<file path="config.mk">
export PLATFORM = sky130hd
export DESIGN_NAME = fetch_unit
export DESIGN_NICKNAME = d
export VERILOG_FILES = /design/src/rtl/core_pkg.sv /design/src/rtl/fetch_skid_buffer.sv /design/src/rtl/fetch_unit.sv
export SDC_FILE = /design/constraint.sdc
export NUM_CORES = 1
export LEC_CHECK = 0
export ABC_AREA = 1
export BUFFER_PORTS_ARGS = -buffer_cell sky130_fd_sc_hd__buf_2
export CORE_UTILIZATION = 60
export DETAILED_ROUTE_END_ITERATION = 10
export GPL_TIMING_DRIVEN = 0
export HOLD_SLACK_MARGIN = 0.08
export MAX_ROUTING_LAYER = met4
export PLACE_DENSITY_LB_ADDON = 0.05
export SYNTH_ARGS = -nofsm -noshare
export SYNTH_HDL_FRONTEND = slang
export SYNTH_HIERARCHICAL = 1
export SYNTH_SLANG_ARGS = --single-unit
</file>
<file path="constraint.sdc">
create_clock -name clk -period 11.2 [get_ports clk]
set_input_delay 1.68 -clock clk [delete_from_list [all_inputs] [get_ports clk]]
set_output_delay 1.68 -clock clk [all_outputs]
set_load 0.1 [all_outputs]
</file>
<file path="src/rtl/core_pkg.sv">
// Shared core definitions for the instruction fetch slice.
//   XLEN          : architectural register / address width
//   NOP_INSTR     : canonical RISC-V NOP (addi x0, x0, 0) injected on flush
//   fetch_state_t : fetch FSM states
package core_pkg;

    localparam int XLEN = 32;

    localparam logic [XLEN-1:0] NOP_INSTR = 32'h00000013;

    typedef enum logic [1:0] {
        BOOT  = 2'd0,
        ISSUE = 2'd1,
        WAIT  = 2'd2,
        DROP  = 2'd3
    } fetch_state_t;

endpackage

</file>
<file path="src/rtl/fetch_skid_buffer.sv">
// Output register plus one-entry skid buffer between instruction memory and
// the IF/ID pipeline register.
//   clk, rst         : clock; synchronous active-low reset
//   flush            : redirect; drop everything and present a NOP
//   stall            : IF/ID is holding; current output must not change
//   rsp_valid        : accepted memory response this cycle
//   rsp_instr/rsp_pc : response word and the PC it was fetched from
//   out_instr/out_pc : presented instruction / PC
//   out_valid        : presented instruction is real
//   skid_valid       : skid entry occupied (fetch FSM must not issue)
module fetch_skid_buffer
    import core_pkg::*;
(
    input  logic            clk,
    input  logic            rst,
    input  logic            flush,
    input  logic            stall,
    input  logic            rsp_valid,
    input  logic [XLEN-1:0] rsp_instr,
    input  logic [XLEN-1:0] rsp_pc,
    output logic [XLEN-1:0] out_instr,
    output logic [XLEN-1:0] out_pc,
    output logic            out_valid,
    output logic            skid_valid
);

    logic [XLEN-1:0] skid_instr;
    logic [XLEN-1:0] skid_pc;

    // Priority: flush > hold under stall > drain skid > new response > bubble.
    // Redirect deliberately beats stall so a killed instruction never lingers.
    always_ff @(posedge clk) begin
        if (!rst) begin
            out_instr  <= NOP_INSTR;
            out_pc     <= '0;
            out_valid  <= 1'b0;
            skid_valid <= 1'b0;
        end else if (flush) begin
            out_instr  <= NOP_INSTR;
            out_pc     <= '0;
            out_valid  <= 1'b0;
            skid_valid <= 1'b0;
        end else if (stall && out_valid) begin
            // Output frozen; a response landing now is parked in the skid.
            // The FSM never issues while skid_valid, so it cannot be overwritten.
            if (rsp_valid) begin
                skid_valid <= 1'b1;
            end
        end else if (skid_valid) begin
            out_instr  <= skid_instr;
            out_pc     <= skid_pc;
            out_valid  <= 1'b1;
            skid_valid <= 1'b0;
        end else if (rsp_valid) begin
            out_instr <= rsp_instr;
            out_pc    <= rsp_pc;
            out_valid <= 1'b1;
        end else begin
            out_instr <= NOP_INSTR;
            out_pc    <= '0;
            out_valid <= 1'b0;
        end
    end

    // Skid payload carries no control meaning on its own; no reset needed.
    always_ff @(posedge clk) begin
        if (rst && !flush && stall && out_valid && rsp_valid) begin
            skid_instr <= rsp_instr;
            skid_pc    <= rsp_pc;
        end
    end

endmodule

</file>
<file path="src/rtl/fetch_unit.sv">
// Instruction fetch stage: owns the PC, keeps at most one instruction memory
// request outstanding, and feeds instruction/PC pairs to IF/ID.
//   RESET_PC               : first fetch address after reset
//   clk, rst               : clock; synchronous active-low reset
//   stall                  : IF/ID hold from the hazard unit
//   redirect, redirect_pc  : taken branch/jump; target word-aligned here
//   imem_req, imem_addr    : fetch request / word address (combinational)
//   imem_gnt               : request accepted this cycle
//   imem_rvalid, imem_rdata: read response
//   if_instr, if_pc, if_valid : registered outputs to IF/ID
module fetch_unit
    import core_pkg::*;
#(
    parameter logic [XLEN-1:0] RESET_PC = 32'h00000000
) (
    input  logic            clk,
    input  logic            rst,
    input  logic            stall,
    input  logic            redirect,
    input  logic [XLEN-1:0] redirect_pc,
    output logic            imem_req,
    output logic [XLEN-1:0] imem_addr,
    input  logic            imem_gnt,
    input  logic            imem_rvalid,
    input  logic [XLEN-1:0] imem_rdata,
    output logic [XLEN-1:0] if_instr,
    output logic [XLEN-1:0] if_pc,
    output logic            if_valid
);

    fetch_state_t    state;
    fetch_state_t    state_next;
    logic [XLEN-1:0] pc;
    logic [XLEN-1:0] pc_next;
    logic [XLEN-1:0] req_pc;
    logic [XLEN-1:0] req_pc_next;
    logic [XLEN-1:0] redirect_tgt;
    logic            skid_valid;
    logic            slot_free;
    logic            rsp_valid;

    assign redirect_tgt = {redirect_pc[XLEN-1:2], 2'b00};
    assign slot_free    = !if_valid || !stall;
    assign imem_addr    = pc;
    // Only a response to a live request is forwarded; BOOT/ISSUE/DROP ignore rvalid.
    assign rsp_valid    = (state == WAIT) && imem_rvalid && !redirect;

    always_comb begin
        imem_req    = 1'b0;
        state_next  = state;
        pc_next     = pc;
        req_pc_next = req_pc;
        case (state)
            BOOT: begin
                state_next = ISSUE;
            end
            ISSUE: begin
                imem_req = !skid_valid;
                if (redirect) begin
                    // Address may change while ungranted; a granted request
                    // to the old PC is stale and must be drained in DROP.
                    pc_next = redirect_tgt;
                    if (imem_req && imem_gnt) begin
                        state_next = DROP;
                    end
                end else if (imem_req && imem_gnt) begin
                    state_next  = WAIT;
                    req_pc_next = pc;
                    pc_next     = pc + 32'd4;
                end
            end
            WAIT: begin
                if (redirect) begin
                    pc_next    = redirect_tgt;
                    state_next = imem_rvalid ? ISSUE : DROP;
                end else if (imem_rvalid) begin
                    // Back-to-back issue only when the response has somewhere
                    // to go without occupying the skid entry.
                    imem_req = slot_free && !skid_valid;
                    if (imem_req && imem_gnt) begin
                        req_pc_next = pc;
                        pc_next     = pc + 32'd4;
                    end else begin
                        state_next = ISSUE;
                    end
                end
            end
            DROP: begin
                if (redirect) begin
                    pc_next = redirect_tgt;
                end
                if (imem_rvalid) begin
                    state_next = ISSUE;
                end
            end
            default: begin
                state_next = BOOT;
            end
        endcase
    end

    always_ff @(posedge clk) begin
        if (!rst) begin
            state <= BOOT;
            pc    <= RESET_PC;
        end else begin
            state <= state_next;
            pc    <= pc_next;
        end
    end

    always_ff @(posedge clk) begin
        req_pc <= req_pc_next;
    end

    fetch_skid_buffer u_skid (
        .clk        (clk),
        .rst        (rst),
        .flush      (redirect),
        .stall      (stall),
        .rsp_valid  (rsp_valid),
        .rsp_instr  (imem_rdata),
        .rsp_pc     (req_pc),
        .out_instr  (if_instr),
        .out_pc     (if_pc),
        .out_valid  (if_valid),
        .skid_valid (skid_valid)
    );

endmodule

</file>
**Word level (Yosys, flattened, before mapping)**

Index checks and enable logic that the tools add are counted.

- Register bits after elaboration: 196
- Memory bits (writable): 0
- Bits in read-only memories: 0
- Memories: 0
- Word-level logic and storage cells: 80
- Input port bits: 70
- Output and inout port bits: 98
- Latch bits: 0

- Bitwise logic cells: 2
- Divide/modulo/power cells: 0
- Multiply operators: 0
- Multiplexer cells: 31
- Reductions and logical operators: 23
- Add/subtract/negate cells: 1
- Shift operators: 0
- $lt $le $gt $ge: 0
- Equal/unequal tests: 14

Operators with widths:

| kind | count |
|---|---|
| two-way mux 32 bit | 15 |
| one-hot mux 32 bit (3 select lines) | 1 |
| one-hot mux 32 bit (2 select lines) | 1 |
| adder 32 x 3 -> 32 bit (second input constant) | 1 |
| two-way mux 2 bit | 8 |
| != test 2 bit (second input constant) | 6 |
| logical AND 1 bit | 10 |
| != test 3 bit (second input constant) | 3 |
| one-hot mux 2 bit (4 select lines) | 1 |
| AND reduction 6 bit | 1 |
| AND reduction 5 bit | 1 |
| == test 2 bit (second input constant) | 2 |
| logical NOT 1 bit | 4 |
| two-way mux 1 bit | 4 |
| AND reduction 4 bit | 1 |
| != test 3 x 2 -> 1 bit (second input constant) | 1 |
| nonzero test 3 bit | 1 |
| OR reduction 3 bit | 1 |
| == test 2 x 1 -> 1 bit (second input constant) | 1 |
| logical NOT 2 bit | 1 |
| != test 2 x 1 -> 1 bit (second input constant) | 1 |
| NOT 1 bit | 2 |
| one-hot mux 1 bit (2 select lines) | 1 |
| nonzero test 2 bit | 1 |
| other kinds (2) | 2 |

**Longest topological paths before layout**

- Depth in word-level cells: 8
- Mapped depth: 11
- Depth with buffers taken out: 10

**Hierarchy**

Netlist, hierarchy kept.

By module, submodules not included:

| module | area each (um^2) | seq. area each (um^2) | instances | cells an instance |
|---|---|---|---|---|
| fetch_skid_buffer | 5,302.6 | 3,243.1 | 1 | 635 |
| fetch_unit | 3,375.7 | 1,541.5 | 1 | 458 |

**Least setup slack after synthesis**

No wires, ideal clock.

- Path type: input -> output
- Start: input redirect
- End: output imem_req
- Data required time: 9,520 ps
- Arrival: 4,081 ps
- Cell stages on the path: 5
- Path slack: 5,439 ps
- Buffers on the path: 0
- Cell sequence: inv_2 -> nand2_2 -> nor2_1 -> a21oi_1 -> nor3_1

- Longest elaborated chain between the ends: 2

RTL lines:

| element | RTL line | text |
|---|---|---|
| start: declaration | fetch_unit.sv:19 | `input logic redirect,` |
| two-way mux 1 bit | fetch_unit.sv:73 | `if (redirect) begin` |
| one-hot mux 1 bit (2 select lines) | fetch_unit.sv:53 | `case (state)` |
| end: declaration | fetch_unit.sv:21 | `output logic imem_req,` |

No other way between the ends.

**Final worst setup path**

Same ends and word-level chain as after synthesis.

==> flow_metrics.env <==
export IMPL_dieHeight_um=122
export IMPL_avgViaCountPerCell=5.21
export IMPL_fin_cells=1475
export IMPL_gr_usage_all_layers_pct=30.7
export IMPL_cts_root_to_sink_buffers=2
export IMPL_min_delay_path_class="reg2reg"
export IMPL_port_buffers=163
export IMPL_ff2ff_path_depth=8
export IMPL_pwr_density_cell_nw_per_um2=205
export IMPL_postSynth_asyncResetShare_pct=0
export IMPL_clock_sinks=192
export IMPL_final_hpwl_dp_mm=15.5
export IMPL_synth_cell_types=31
export IMPL_drive_gt1_share_pct=19.8
export IMPL_gr_total_overflow=0
export IMPL_crit_fanout=5
export IMPL_routedWlPerCell_um=14.4
export IMPL_finalWirelength_mm=21.3
export IMPL_critical_path_endpoint_type="primary output"
export IMPL_critical_path_class="in2out"
export IMPL_yosysMostFrequentCell="sky130_fd_sc_hd__nand2_1"
export IMPL_placement_rows=43
export IMPL_run_status="finished clean"
export IMPL_synth_edf_count=94
export IMPL_cp_arrival_ps=3000
export IMPL_cts_root_buf="sky130_fd_sc_hd__clkbuf_16"
export IMPL_syn_mean_instance_area_um2=7.94
export IMPL_post_cts_setup_buffers=0
export IMPL_place_area_um2=9790
export IMPL_antenna_cells_inserted=0
export IMPL_postRouteAntennaNets=0
export IMPL_antenna_violations_before_repair=0
export IMPL_total_cts_buffers=17
export IMPL_ys_top_cells_by_area="sky130_fd_sc_hd__edfxtp_1 (33%), sky130_fd_sc_hd__dfxtp_1 (23%), sky130_fd_sc_hd__nand2_1 (14%), sky130_fd_sc_hd__nor2_1 (11%), sky130_fd_sc_hd__o21ai_0 (4.3%)"
export IMPL_worst_ep_required_time_ps=9520
export IMPL_postSynthRegisterBits=192
export IMPL_number_of_global_route_vias_before_repair=7018
export IMPL_hold_depth=0
export IMPL_detailedRoute_firstIterationViolations=730
export IMPL_setup_worst_path_start_class="primary input"
export IMPL_post_synthesis_sequential_area_ratio_pct=55.1
export IMPL_setup_viol=0
export IMPL_fin_crit_sh_pct=41.8
export IMPL_synth_common_cells="sky130_fd_sc_hd__nand2_1 (319), sky130_fd_sc_hd__nor2_1 (259), sky130_fd_sc_hd__dfxtp_1 (98), sky130_fd_sc_hd__edfxtp_1 (94), sky130_fd_sc_hd__o21ai_0 (74)"
export IMPL_yosysTopAreaCellShare_pct=32.5
export IMPL_area_growth_synth_to_final_pct=19.2
export IMPL_worst_path_most_repeated_cell="sky130_fd_sc_hd__buf_2"
export IMPL_grt_pass1_wl_mm=34.4
export IMPL_ir_worst_vdd_mv=0.191
export IMPL_finalSetupTns_ps=0
export IMPL_post_route_min_period_ps=4680
export IMPL_final_design_area_excluding_fillers_um2=10300
export IMPL_relSlewSlack_pct=15.4
export IMPL_top_level_i_o_count=168
export IMPL_placed_cells=1443
export IMPL_timing_critical_path_slowest_cell_delay_ps=470
export IMPL_critical_path_cell_chain="buf_2 -> inv_2 -> nand2_2 -> nor2_1 -> a21oi_1 -> nor3_1 -> buf_2"
export IMPL_max_freq_mhz=214
export IMPL_largest_net_degree_at_the_start_of_global_routing=32
export IMPL_p_leak_nw=4.55
export IMPL_worst_path_stages=7
export IMPL_route_vias_total=7686
export IMPL_maxCapViolCount=0
export IMPL_syn_cell_area_um2=8680
export IMPL_netlist_instances=1093
export IMPL_yosysTopAreaCell="sky130_fd_sc_hd__edfxtp_1"
export IMPL_synth_flop_cell="sky130_fd_sc_hd__dfxtp_1"
export IMPL_hold_buffers=0
export IMPL_drt_drc_violations_left=0
export IMPL_timing_final_max_slew_violations=0
export IMPL_grt_setup_unrepaired="no"
export IMPL_final_hold_viol_count=0
export IMPL_max_slew_worst_pin_slew_ps=1270
export IMPL_yosysWarnings=6
export IMPL_die_span_x_um=122
export IMPL_floorplan_die_area_um2=14900
export IMPL_total_number_of_nets_in_the_final_design=1357
export IMPL_clock_slew_at_the_register_clock_pins_of_the_worst_setup_and_hold_paths_ps=60
export IMPL_first_pass_iters=8
export IMPL_worstSkewPairLatency_ps=430
export IMPL_timing_clock_skew_ps=9.70
export IMPL_fp_coreArea_um2=14000
export IMPL_routabilityCongestion=0.964
export IMPL_h_tree_depth=4
export IMPL_floorplan_initialDensity_pct=62.0
export IMPL_tritoncts_clock_tree="done"
export IMPL_cts_resized=0
export IMPL_critical_path_buf_inv_count=3
export IMPL_cp_slowest_cell="sky130_fd_sc_hd__buf_2"
export IMPL_cp_delay_by_family_top="buffers and inverters"
## layer usage
layer	wire, um	global-route usage, %
met1	9330	40.0
met2	10000	49.2
met3	1530	4.65
met4	391	10.4
met5	0	-
## worst paths after layout
check / startpoint / end / slack, ps
hold / removal: req_pc[27] / u_skid/skid_pc[27] / 450
hold reg to reg: req_pc[27] / u_skid/skid_pc[27] / 450
setup reg to reg: state[0] / u_skid/skid_pc[26] / 8450
setup / recovery: redirect / imem_req / 6520
## kinds of logic (layout without fill, tap and decap cells)
logic type	Yosys count	in the layout	synth area share [%]
buf+inv	107	304	5.85
other cells	1	6	0.0432
fa+ha+maj	5	5	0.721
mux	1	1	0.115
compound gates	137	137	8.17
flops	192	192	55.1
simple gates	650	650	30.0
## worst reg2reg max path, cell delays in order, from the launching register on
cell	delay [ps]
sky130_fd_sc_hd__dfxtp_1	330
sky130_fd_sc_hd__inv_1	120
sky130_fd_sc_hd__ha_1	250
sky130_fd_sc_hd__nand2_2	120
sky130_fd_sc_hd__nor2_1	280
sky130_fd_sc_hd__clkbuf_1	410
sky130_fd_sc_hd__inv_1	150
sky130_fd_sc_hd__nor2_4	500
sky130_fd_sc_hd__buf_12	280
## cell usage in the layout, fill, tap and decap left out, types with 6 or more instances in the layout
cell type / n
sky130_fd_sc_hd__buf_6: 8
sky130_fd_sc_hd__nand2_1: 319
sky130_fd_sc_hd__edfxtp_1: 94
sky130_fd_sc_hd__clkbuf_1: 19
sky130_fd_sc_hd__dfxtp_1: 98
sky130_fd_sc_hd__nand3_1: 40
sky130_fd_sc_hd__o21ai_1: 14
sky130_fd_sc_hd__buf_2: 186
sky130_fd_sc_hd__nand2_2: 6
sky130_fd_sc_hd__o21ai_0: 74
sky130_fd_sc_hd__nor2_1: 258
sky130_fd_sc_hd__conb_1: 6
sky130_fd_sc_hd__clkbuf_16: 17
sky130_fd_sc_hd__a21oi_1: 38
sky130_fd_sc_hd__inv_1: 47
sky130_fd_sc_hd__o21a_1: 6
sky130_fd_sc_hd__nor3_1: 7
sky130_fd_sc_hd__nor2_2: 10
## cell type report
type	instances	area (um^2)
Buffer	56	314
Clock buffer	18	439
Clock inverter	14	109
Fill cell	1123	3650
Inverter	51	194
Multi-Input combinational cell	799	3410
Sequential cell	192	4780
Tap cell	180	225
Timing Repair Buffer	165	863
## through the flow
| stage | power, mW | util (%) | hold WS (ps) | setup slack (ps) |
|---|---|---|---|---|
| after floorplan | 1.42 | - | 427 | 5440 |
| after global placement | 1.55 | 69.6 | 430 | 4170 |
| after detailed placement | 1.57 | 70.0 | 435 | 6560 |
| after CTS | 2.12 | 73.9 | 450 | 6540 |
| after global routing | 2.21 | 73.9 | 454 | 6400 |
| final | 2.12 | 73.9 | 448 | 6520 |
## power by group
| part | switching (mW) | total [mW] | internal (mW) |
|---|---|---|---|
| combinational | 0.514 | 0.652 | 0.138 |
| sequential | 0.0815 | 0.908 | 0.827 |
| clock | 0.268 | 0.561 | 0.293 |
## flip-flops by register name, indices dropped and copies added (netlist names)
register	flops
u_skid/out_valid	1
u_skid/out_pc	32
state	2
u_skid/skid_valid	1
u_skid/out_instr	32
u_skid/skid_instr	32
u_skid/skid_pc	32
imem_addr	30
req_pc	30
(Power assumes the default switching activity.)
